`src/rtl/or1200_bench_pkg.sv`:
```
// Shared types and constants for the or1200 bench run controller.
// Optional halt support is enabled by defining OR1200_BENCH_HALT_EN.
package or1200_bench_pkg;

    localparam int CFG_IDX_W  = 4;
    localparam int MAX_CHECKS = 16;

    typedef enum logic [2:0] {
        IDLE,
        RESET,
        RUN,
        CHECK,
        DONE
    } my_state_e;

endpackage

```
`src/rtl/or1200_bench_cmp.sv`:
```
// One compare channel: holds an expected value plus its enable and flags
// a mismatch against the observed value when enabled.
module or1200_bench_cmp #(
    parameter int DW = 32
) (
    input  logic          clk,
    input  logic          rst,
    input  logic          we,
    input  logic [DW-1:0] wdata,
    input  logic [DW-1:0] obs,
    output logic          mismatch
);

    logic [DW-1:0] exp_q, exp_d;
    logic          en_q, en_d;

    // NOTE: every always_comb output gets a default first so no latch is inferred.
    always_comb begin
        exp_d = exp_q;
        en_d  = en_q;
        if (we) begin
            exp_d = wdata;
            en_d  = 1'b1;
        end
    end

    // NOTE: the expected value is reset too, because rst must clear it mid-run.
    always_ff @(posedge clk) begin
        if (rst) begin
            exp_q <= '0;
            en_q  <= 1'b0;
        end else begin
            exp_q <= exp_d;
            en_q  <= en_d;
        end
    end

    assign mismatch = en_q && (obs != exp_q);

endmodule

```
`src/rtl/or1200_bench_ctrl.sv`:
```
// Run controller: holds CPU reset, runs a bounded window, then compares
// observed values against preloaded expectations. Early stop on halt is
// available when OR1200_BENCH_HALT_EN is defined.
module or1200_bench_ctrl
    import or1200_bench_pkg::*;
#(
    parameter int DW         = 32,
    parameter int NUM_CHECKS = 4,
    parameter int RST_CYCLES = 1,
    parameter int RUN_CYCLES = 3,
    parameter int CNT_W      = 16
) (
    input  logic                     clk,
    input  logic                     rst,
    input  logic                     start,
    input  logic                     cfg_we,
    input  logic [CFG_IDX_W-1:0]     cfg_idx,
    input  logic [DW-1:0]            cfg_data,
    input  logic [NUM_CHECKS*DW-1:0] obs_data,
    input  logic                     halt,
    output logic                     cpu_rst,
    output logic                     busy,
    output logic                     done,
    output logic                     pass,
    output logic [NUM_CHECKS-1:0]    fail_mask,
    output logic [CNT_W-1:0]         cycle_count
);

    my_state_e            state_q, state_d;
    logic [CNT_W-1:0]        rst_cnt_q, rst_cnt_d;
    logic [CNT_W-1:0]        cycle_count_q, cycle_count_d;
    logic [NUM_CHECKS-1:0]   fail_mask_q, fail_mask_d;
    logic                    pass_q, pass_d;
    logic                    cpu_rst_q, cpu_rst_d;
    logic                    busy_q, busy_d;
    logic                    done_q, done_d;
    logic                    cfg_open;
    logic                    run_last;
    logic [NUM_CHECKS-1:0]   mismatch;

    // Configuration and start are only accepted while no test is in flight.
    assign cfg_open = (state_q == IDLE) || (state_q == DONE);

    for (genvar i = 0; i < NUM_CHECKS; i++) begin : g_cmp
        or1200_bench_cmp #(.DW(DW)) u_cmp (
            .clk      (clk),
            .rst      (rst),
            .we       (cfg_open && cfg_we && (cfg_idx == CFG_IDX_W'(i))),
            .wdata    (cfg_data),
            .obs      (obs_data[i*DW +: DW]),
            .mismatch (mismatch[i])
        );
    end

`ifdef OR1200_BENCH_HALT_EN
    assign run_last = halt || (cycle_count_q + CNT_W'(1) == CNT_W'(RUN_CYCLES));
`else
    logic unused_halt;
    assign unused_halt = halt;
    assign run_last    = (cycle_count_q + CNT_W'(1) == CNT_W'(RUN_CYCLES));
`endif

    always_comb begin
        state_d       = state_q;
        rst_cnt_d     = rst_cnt_q;
        cycle_count_d = cycle_count_q;
        fail_mask_d   = fail_mask_q;
        pass_d        = pass_q;
        case (state_q)
            IDLE, DONE: begin
                if (start) begin
                    state_d       = RESET;
                    rst_cnt_d     = CNT_W'(1);
                    cycle_count_d = '0;
                    fail_mask_d   = '0;
                    pass_d        = 1'b0;
                end
            end
            RESET: begin
                if (rst_cnt_q == CNT_W'(RST_CYCLES)) state_d = RUN;
                else rst_cnt_d = rst_cnt_q + CNT_W'(1);
            end
            RUN: begin
                cycle_count_d = cycle_count_q + CNT_W'(1);
                if (run_last) state_d = CHECK;
            end
            CHECK: begin
                fail_mask_d = mismatch;
                pass_d      = ~|mismatch;
                state_d     = DONE;
            end
            default: state_d = IDLE;
        endcase
        // Outputs are registered from the next state so they line up with it.
        cpu_rst_d = !((state_d == RUN) || (state_d == CHECK));
        busy_d    = (state_d == RESET) || (state_d == RUN) || (state_d == CHECK);
        done_d    = (state_d == DONE);
    end

    // NOTE: sequential state uses non-blocking assignments only.
    always_ff @(posedge clk) begin
        if (rst) begin
            state_q       <= IDLE;
            rst_cnt_q     <= '0;
            cycle_count_q <= '0;
            fail_mask_q   <= '0;
            pass_q        <= 1'b0;
            cpu_rst_q     <= 1'b1;
            busy_q        <= 1'b0;
            done_q        <= 1'b0;
        end else begin
            state_q       <= state_d;
            rst_cnt_q     <= rst_cnt_d;
            cycle_count_q <= cycle_count_d;
            fail_mask_q   <= fail_mask_d;
            pass_q        <= pass_d;
            cpu_rst_q     <= cpu_rst_d;
            busy_q        <= busy_d;
            done_q        <= done_d;
        end
    end

    assign cpu_rst     = cpu_rst_q;
    assign busy        = busy_q;
    assign done        = done_q;
    assign pass        = pass_q;
    assign fail_mask   = fail_mask_q;
    assign cycle_count = cycle_count_q;

endmodule
```
`config.mk`:
```
export PLATFORM = sky130hd
export DESIGN_NAME = or1200_bench_ctrl
export DESIGN_NICKNAME = d
export VERILOG_FILES = /design/src/rtl/or1200_bench_pkg.sv /design/src/rtl/or1200_bench_cmp.sv /design/src/rtl/or1200_bench_ctrl.sv
export SDC_FILE = /design/constraint.sdc
export NUM_CORES = 1
export LEC_CHECK = 0
export CAP_MARGIN = 20
export CORE_ASPECT_RATIO = 1.1
export CORE_MARGIN = 10
export CORE_UTILIZATION = 35
export CTS_BUF_LIST = sky130_fd_sc_hd__clkbuf_2
export DETAILED_ROUTE_END_ITERATION = 7
export GPL_TIMING_DRIVEN = 0
export MAX_ROUTING_LAYER = met4
export PLACE_DENSITY_LB_ADDON = 0.08
export SYNTH_ARGS = -nofsm -noshare
export SYNTH_HDL_FRONTEND = slang
export SYNTH_SLANG_ARGS = --single-unit
```
`constraint.sdc`:
```
create_clock -name clk -period 2 [get_ports clk]
set_input_delay 0.2 -clock clk [delete_from_list [all_inputs] [get_ports clk]]
set_output_delay 0.2 -clock clk [all_outputs]
set_load 0.1 [all_outputs]
```
==> summary.txt, run 1 <==
CTS
  – CTS root buf: clkbuf_2
  – CTS Buf Count: 17
  – CTS tree: built
  – # hold bufs at CTS: 0
  – Clock tree buffer depth: 2
  – CTS H-tree depth: 4
  – Clk Latency, worst-skew pair: 0.77 ns
  – Clk slew on worst S/H paths: 0.27 ns
  – CTS Sinks: 175

STA
  – Fmax: 521 MHz
  – Worst-margin pin slew: 0.753 ns
  – Final Setup Violations: 0
  – Hold slack: 0.132 ns
  – Unrepaired setup endpoints after global routing: true
  – Fin crit share: 96.0%
  – Fin. Hold Viols: 0
  – Final min period: 1.92 ns
  – Final Max Tran Viols: 0
  – Setup Skew: 0.0276 ns
  – Setup ws final: 0.0794 ns
  – Slew HR: 49.8%

Worst setup path
  – WS Path Type: register to output port
  – CP top delay family: buffers and inverters
  – Crit-path max cell delay: 0.54 ns
  – CP Data Arrival Time: 1.72 ns
  – Worst path cell trace: clkdlybuf4s18_2
  – Worst path required time: 1.80 ns
  – CP endpoint kind: output port
  – Crit-path max FO: 4
  – Buf/Inv on CP: 1
  – Critical-path top delay cell: clkdlybuf4s18_2
  – CP Launch Type: register

Yosys
  – Mapped Avg Cell Area: 8.01 µm²
  – Mapped Cells: 1017
  – Synthesized area: 8140 µm²
  – Post-synth EDFFs: 0
  – Post-synth cell types: 51
  – Area contributors post-synth: dfxtp_1, nand2_1, xor2_1
  – Synth Warn #: 0
  – Area fraction of the dominant cell type after synthesis: 43.0%
  – Largest area contributor in the synthesized netlist: dfxtp_1
  – Top_reg_cell synth: dfxtp_1
  – Mapped Nets: 1190
  – Seq/Total Area, Yosys: 43.0%
  – Yosys reg bits: 175
  – Async SR Flop Fraction: 0%

GRT
  – GRT Resource Usage Total: 19.4%
  – Vias in the first global route: 7555
  – Global-route wire length before repair: 42800 µm
  – Overflow after GRT: 0
  – Largest net degree at the start of global routing: 17
  – Initial antenna violation count: 4

Power and ir drop
  – PnR Total Power: 6.48 mW
  – Pwr dens: 599 nW/µm²
  – VDD IR max: 280 µV
  – Leak: 3.89 nW

Layout
  – Layout cells sized above 1: 10.2%
  – Nets: 1402
  – Synthesis-to-finish area growth: 32.9%
  – Area taken by multi-input logic gates: 4470 µm²
  – Register area: 3560 µm²
  – Fill cells: 2361
  – Design Area, Final: 10800 µm²

Drt
  – Routed wire length: 28800 µm
  – DR iter-0 viols: 439
  – # DRC: 0
  – Post-route ant nets: 0
  – Wire length per cell: 18.6 µm
  – Vias per cell: 4.89
  – Iteration count of the initial detailed-routing pass: 5
  – DR vias: 7562

Status
  – Status: complete, no violations

Floorplan
  – Std cell rows: 58
  – Die X: 165 µm
  – Ports: 193
  – Starting density of the core: 35.6%
  – Die area: 29800 µm²
  – Die span in y: 180 µm
  – Core area: 22900 µm²

Placed design
  – Placement Setup Slack: -0.454 ns
  – Post-Place Cell Area: 10500 µm²
  – DP HPWL: 22200 µm
  – GP Congestion: 0.857
  – Port Buffers: 190

Hold path
  – Hold Path Class: input pin to register

Flow run
  – Max Cap Viol: 0
[state kept, by name (all words and copies together), names as in the netlist, 3 cells and up]
| signal | flops |
|---|---|
| g_cmp.u_cmp.exp_q | 128 |
| cycle_count | 16 |
| rst_cnt_q | 16 |
| g_cmp.u_cmp.en_q | 4 |
| state_q | 3 |
| fail_mask | 4 |
[timing repair]
action / 4_1_cts / 5_1_grt
resized for setup: 107 / 28
pin swaps: 2 / 9
buffers inserted: 2 / 1
setup endpoints to repair: 42 / 52
gates cloned: 0 / 0
[logic make-up (layout without fill, tap and decap cells)]
family	after synthesis	in the layout	synth area share [%]
AO/OA/AOI/OAI	183	183	12.2
XOR/XNOR	149	149	16.0
adder cells (fa/ha/maj)	4	4	0.615
buffers and inverters	60	285	3.24
flip-flops	175	175	43.0
multiplexers	1	1	0.138
other	0	4	0
AND/OR/NAND/NOR	445	445	24.8
[layout make-up]
type                            instances  area share (%)
Multi-Input combinational cell        782            41.3
Sequential cell                       175            32.9
Timing Repair Buffer                  193            17.2
Tap cell                              300            3.47
Buffer                                 53            2.47
Clock inverter                         14            1.46
Clock buffer                           18           0.832
Inverter                                7           0.243
Antenna cell                            4          0.0925
[worst paths after layout]
path,start,to,slack (ns),cells after the start
worst max register to register,cycle_count[5],state_q[0],0.10,7
worst min-delay path,cfg_data[0],g_cmp[3].u_cmp.exp_q[0],0.13,3
worst min register to register,g_cmp[1].u_cmp.exp_q[20],g_cmp[1].u_cmp.exp_q[20],0.48,2
worst max-delay path,cycle_count[12],cycle_count[12],0.08,1
[layout by cell type, fill, tap and decap left out, types with 5 or more instances in the layout]
master and count:
a21oi_1 143, a22oi_1 5, a31oi_1 5, buf_2 27
buf_6 5, clkbuf_1 32, clkbuf_2 20, clkdlybuf4s15_2 5
clkdlybuf4s50_1 166, dfxtp_1 158, dfxtp_4 13, inv_1 7
nand2_1 278, nand3_1 9, nand4_1 20, nor2_1 56
nor3_1 7, nor3_2 5, nor4_1 33, o21ai_0 12
xnor2_1 51, xor2_1 97
[stage by stage]
stage,setup TNS [ns],cells,utilization (%)
5_1_grt,-0.0108,1546,47.4
2_1_floorplan,0,1017,-
4_1_cts,0,1541,47.0
3_3_place_gp,-8.64,1507,45.9
3_5_place_dp,-8.99,1507,45.9
6_report,0,1546,47.4
[where the power goes]
part | internal (mW) | switching (mW)
combinational | 0.480 | 0.514
sequential | 3.53 | 0.0338
clock | 0.600 | 1.33
total | 4.61 | 1.87
[synth_stat cells, types with 2 or more instances]
cell and count:
nand2_1 278, dfxtp_1 175, a21oi_1 143, xor2_1 97, nor2_1 56, xnor2_1 52, nor4_1 35, clkbuf_1 34
nand4_1 20, buf_2 15, o21ai_0 15, nand3_1 11, nor3_1 8, inv_1 7, nor3_2 6, a22oi_1 5
a31oi_1 5, and3_1 5, a311oi_1 4, ha_1 4, nand3b_1 3, nor4b_1 3, or3_1 3, a21o_1 2
buf_6 2, nand2b_1 2, nor3b_2 2, o31ai_1 2
[routing by layer]
| metal | GRT usage [%] | routed length, µm | part of all wire, % |
|---|---|---|---|
| met5 | - | 0 | 0 |
| met4 | 4.64 | 468 | 1.6 |
| met3 | 4.27 | 1600 | 5.5 |
| met1 | 23.2 | 12400 | 43 |
| met2 | 32.4 | 14400 | 50 |
No activity file was read; power rests on OpenSTA's default activity.
==> run 2: changes to the inputs <==
--- a/config.mk
+++ b/config.mk
@@ -9,7 +9,7 @@
 export CORE_ASPECT_RATIO = 1.1
 export CORE_MARGIN = 10
 export CORE_UTILIZATION = 35
-export CTS_BUF_LIST = sky130_fd_sc_hd__clkbuf_2
+export CTS_BUF_LIST = sky130_fd_sc_hd__clkbuf_8
 export DETAILED_ROUTE_END_ITERATION = 7
 export GPL_TIMING_DRIVEN = 0
 export MAX_ROUTING_LAYER = met4
==> run 2 against run 1 <==
Sequential cell count unchanged. Wire length up 0.31%. Via count down 0.56%. Clock-buffer cell count down 1. Clock skew down 0.016 ns. First-iteration DRC count down 1.1%. Global-route usage up 0.082 points. Worst hold slack better by 0.30 ns. Non-clock buffer count up 1. Cell count unchanged. Critical path type unchanged. Largest power group unchanged.
==> summary.txt, run 2 (synthesis results as in run 1) <==
Status
  – Status: complete, no violations (unchanged)

CTS
  – Clk Latency, worst-skew pair: 0.48 ns (was 0.77 ns)
  – CTS tree: built (unchanged)
  – CTS Sinks: 175 (unchanged)
  – CTS root buf: clkbuf_8 (was clkbuf_2)
  – Clk slew on worst S/H paths: 0.10 ns (was 0.27 ns)
  – CTS Buf Count: 17 (unchanged)
  – Clock tree buffer depth: 2 (unchanged)
  – # hold bufs at CTS: 0 (unchanged)
  – CTS H-tree depth: 4 (unchanged)

Layout
  – Most frequent cells in the layout: nand2_1, clkdlybuf4s50_1, dfxtp_1 (unchanged)
  – Synthesis-to-finish area growth: 35.7% (was 32.9%)
  – Most flops, register: g_cmp.u_cmp.exp_q (unchanged)
  – Layout cells sized above 1: 8.61% (was 10.2%)
  – Design Area, Final: 11000 µm² (was 10800 µm²)
  – Nets: 1403 (was 1402)
  – Cell Count, Final, Fillers Out: 1546 (unchanged)
  – Number of flip-flops in the largest register: 128 (unchanged)
  – Final Core Density: 48.3% (was 47.4%)
  – Commonest non-fill, non-tap cell in the layout: nand2_1 (unchanged)

Flow run
  – Max Cap Viol: 0 (unchanged)

Worst setup path
  – Buf/Inv on CP: 1 (unchanged)
  – Crit-path max FO: 8 (was 4)
  – CP Launch Type: register (unchanged)
  – Worst path required time: 1.80 ns (about the same)
  – Worst path cell trace: dlygate4sd2_1 (was clkdlybuf4s18_2)
  – CP top delay family: buffers and inverters (unchanged)
  – Critical-path top delay cell: dlygate4sd2_1 (was clkdlybuf4s18_2)
  – Crit-path max cell delay: 0.86 ns (was 0.54 ns)
  – CP endpoint kind: output port (unchanged)
  – WS Path Type: register to output port (unchanged)
  – CP Data Arrival Time: 1.74 ns (was 1.72 ns)

GRT
  – GRT Resource Usage Total: 19.5% (was 19.4%)
  – Largest net degree at the start of global routing: 17 (unchanged)
  – Vias in the first global route: 7589 (was 7555)
  – Global-route wire length before repair: 42900 µm (was 42800 µm)
  – Initial antenna violation count: 3 (was 4)
  – Overflow after GRT: 0 (unchanged)

STA
  – Hold slack: 0.434 ns (was 0.132 ns)
  – Final min period: 1.94 ns (was 1.92 ns)
  – Slew HR: 35.2% (was 49.8%)
  – Setup Skew: 0.0121 ns (was 0.0276 ns)
  – Setup ws final: 0.0618 ns (was 0.0794 ns)
  – Fin. Hold Viols: 0 (unchanged)
  – Unrepaired setup endpoints after global routing: true (unchanged)
  – Setup total negative slack: 0 ns (unchanged)
  – Final Max Tran Viols: 0 (unchanged)
  – Final Setup Violations: 0 (unchanged)
  – Fmax: 516 MHz (was 521 MHz)
  – Fin crit share: 96.9% (was 96.0%)
  – Worst-margin pin slew: 0.975 ns (was 0.753 ns)

Placed design
  – Placement Setup Slack: -0.454 ns (unchanged)
  – Port Buffers: 190 (unchanged)
  – Post-Place Cell Area: 10500 µm² (unchanged)
  – GP Congestion: 0.857 (unchanged)
  – DP HPWL: 22200 µm (unchanged)
  – Placed cell count: 1507 (unchanged)

Floorplan
  – Ports: 193 (unchanged)
  – Starting density of the core: 35.6% (unchanged)
  – Die X: 165 µm (unchanged)
  – Std cell rows: 58 (unchanged)
  – Die span in y: 180 µm (unchanged)
  – Core area: 22900 µm² (unchanged)
  – Die area: 29800 µm² (unchanged)

Drt
  – Wire length per cell: 18.7 µm (was 18.6 µm)
  – # DRC: 0 (unchanged)
  – Iteration count of the initial detailed-routing pass: 5 (unchanged)
  – Vias per cell: 4.86 (was 4.89)
  – DR iter-0 viols: 434 (was 439)
  – Routed wire length: 28900 µm (was 28800 µm)
  – Post-route ant nets: 0 (unchanged)
  – DR vias: 7520 (was 7562)

Hold path
  – Hold Path Class: input pin to register (unchanged)

Power and ir drop
  – Pwr dens: 639 nW/µm² (was 599 nW/µm²)
  – PnR Total Power: 7.06 mW (was 6.48 mW)
  – VDD IR max: 411 µV (was 280 µV)
  – Leak: 4.00 nW (was 3.89 nW)
run 2: cell types whose count changed in the layout (fill, tap and decap cells not counted), sizes merged:
cell,change
dlygate4sd2,+18
buf,-15
clkdlybuf4s18,-3
clkbuf,+1
clkdlybuf4s15,-1
diode,-1
inv,+1
run 2: tightest hold or removal path, delay by kind of cell:
family	cells	cell delay [ns]
compound gates	1	0.05
buf+inv	1	0.52
simple gates	1	0.10
run 2: worst paths after layout:
path         slack, ns                  endpoint  depth (start not counted)                startpoint
max               0.06            cycle_count[1]                          1            cycle_count[1]
min reg2reg       0.47  g_cmp[1].u_cmp.exp_q[20]                          2  g_cmp[1].u_cmp.exp_q[20]
max reg2reg       0.12                state_q[0]                          7                state_q[0]
min               0.43   g_cmp[3].u_cmp.exp_q[0]                          3               cfg_data[0]
run 2: cell type report:
class	count	area, µm²
fillers	2344	11800
inverters	7	26.3
plain buffers	53	272
well taps	300	375
multi-input cells	782	4500
clock buffers	17	234
flip-flops and latches	175	3550
repair buffers	194	1910
diodes	3	7.51
clock inverters	15	161
run 2: metal layers:
metal,routed length (µm),GRT usage (%)
met2,14400,32.6
met1,12500,23.3
met3,1490,3.98
met4,528,5.24
met5,0,-
run 2: what timing repair did:
action,CTS,global route
setup buffers,1,3
resized for setup,30,37
pin swaps,1,3
endpoints found under the setup margin,34,144
cloned,0,0
run 2: power by group:
group	switching (mW)	internal, mW
Combinational	0.519	0.479
Sequential	0.0337	3.51
Clock	1.39	1.12
Total	1.95	5.12
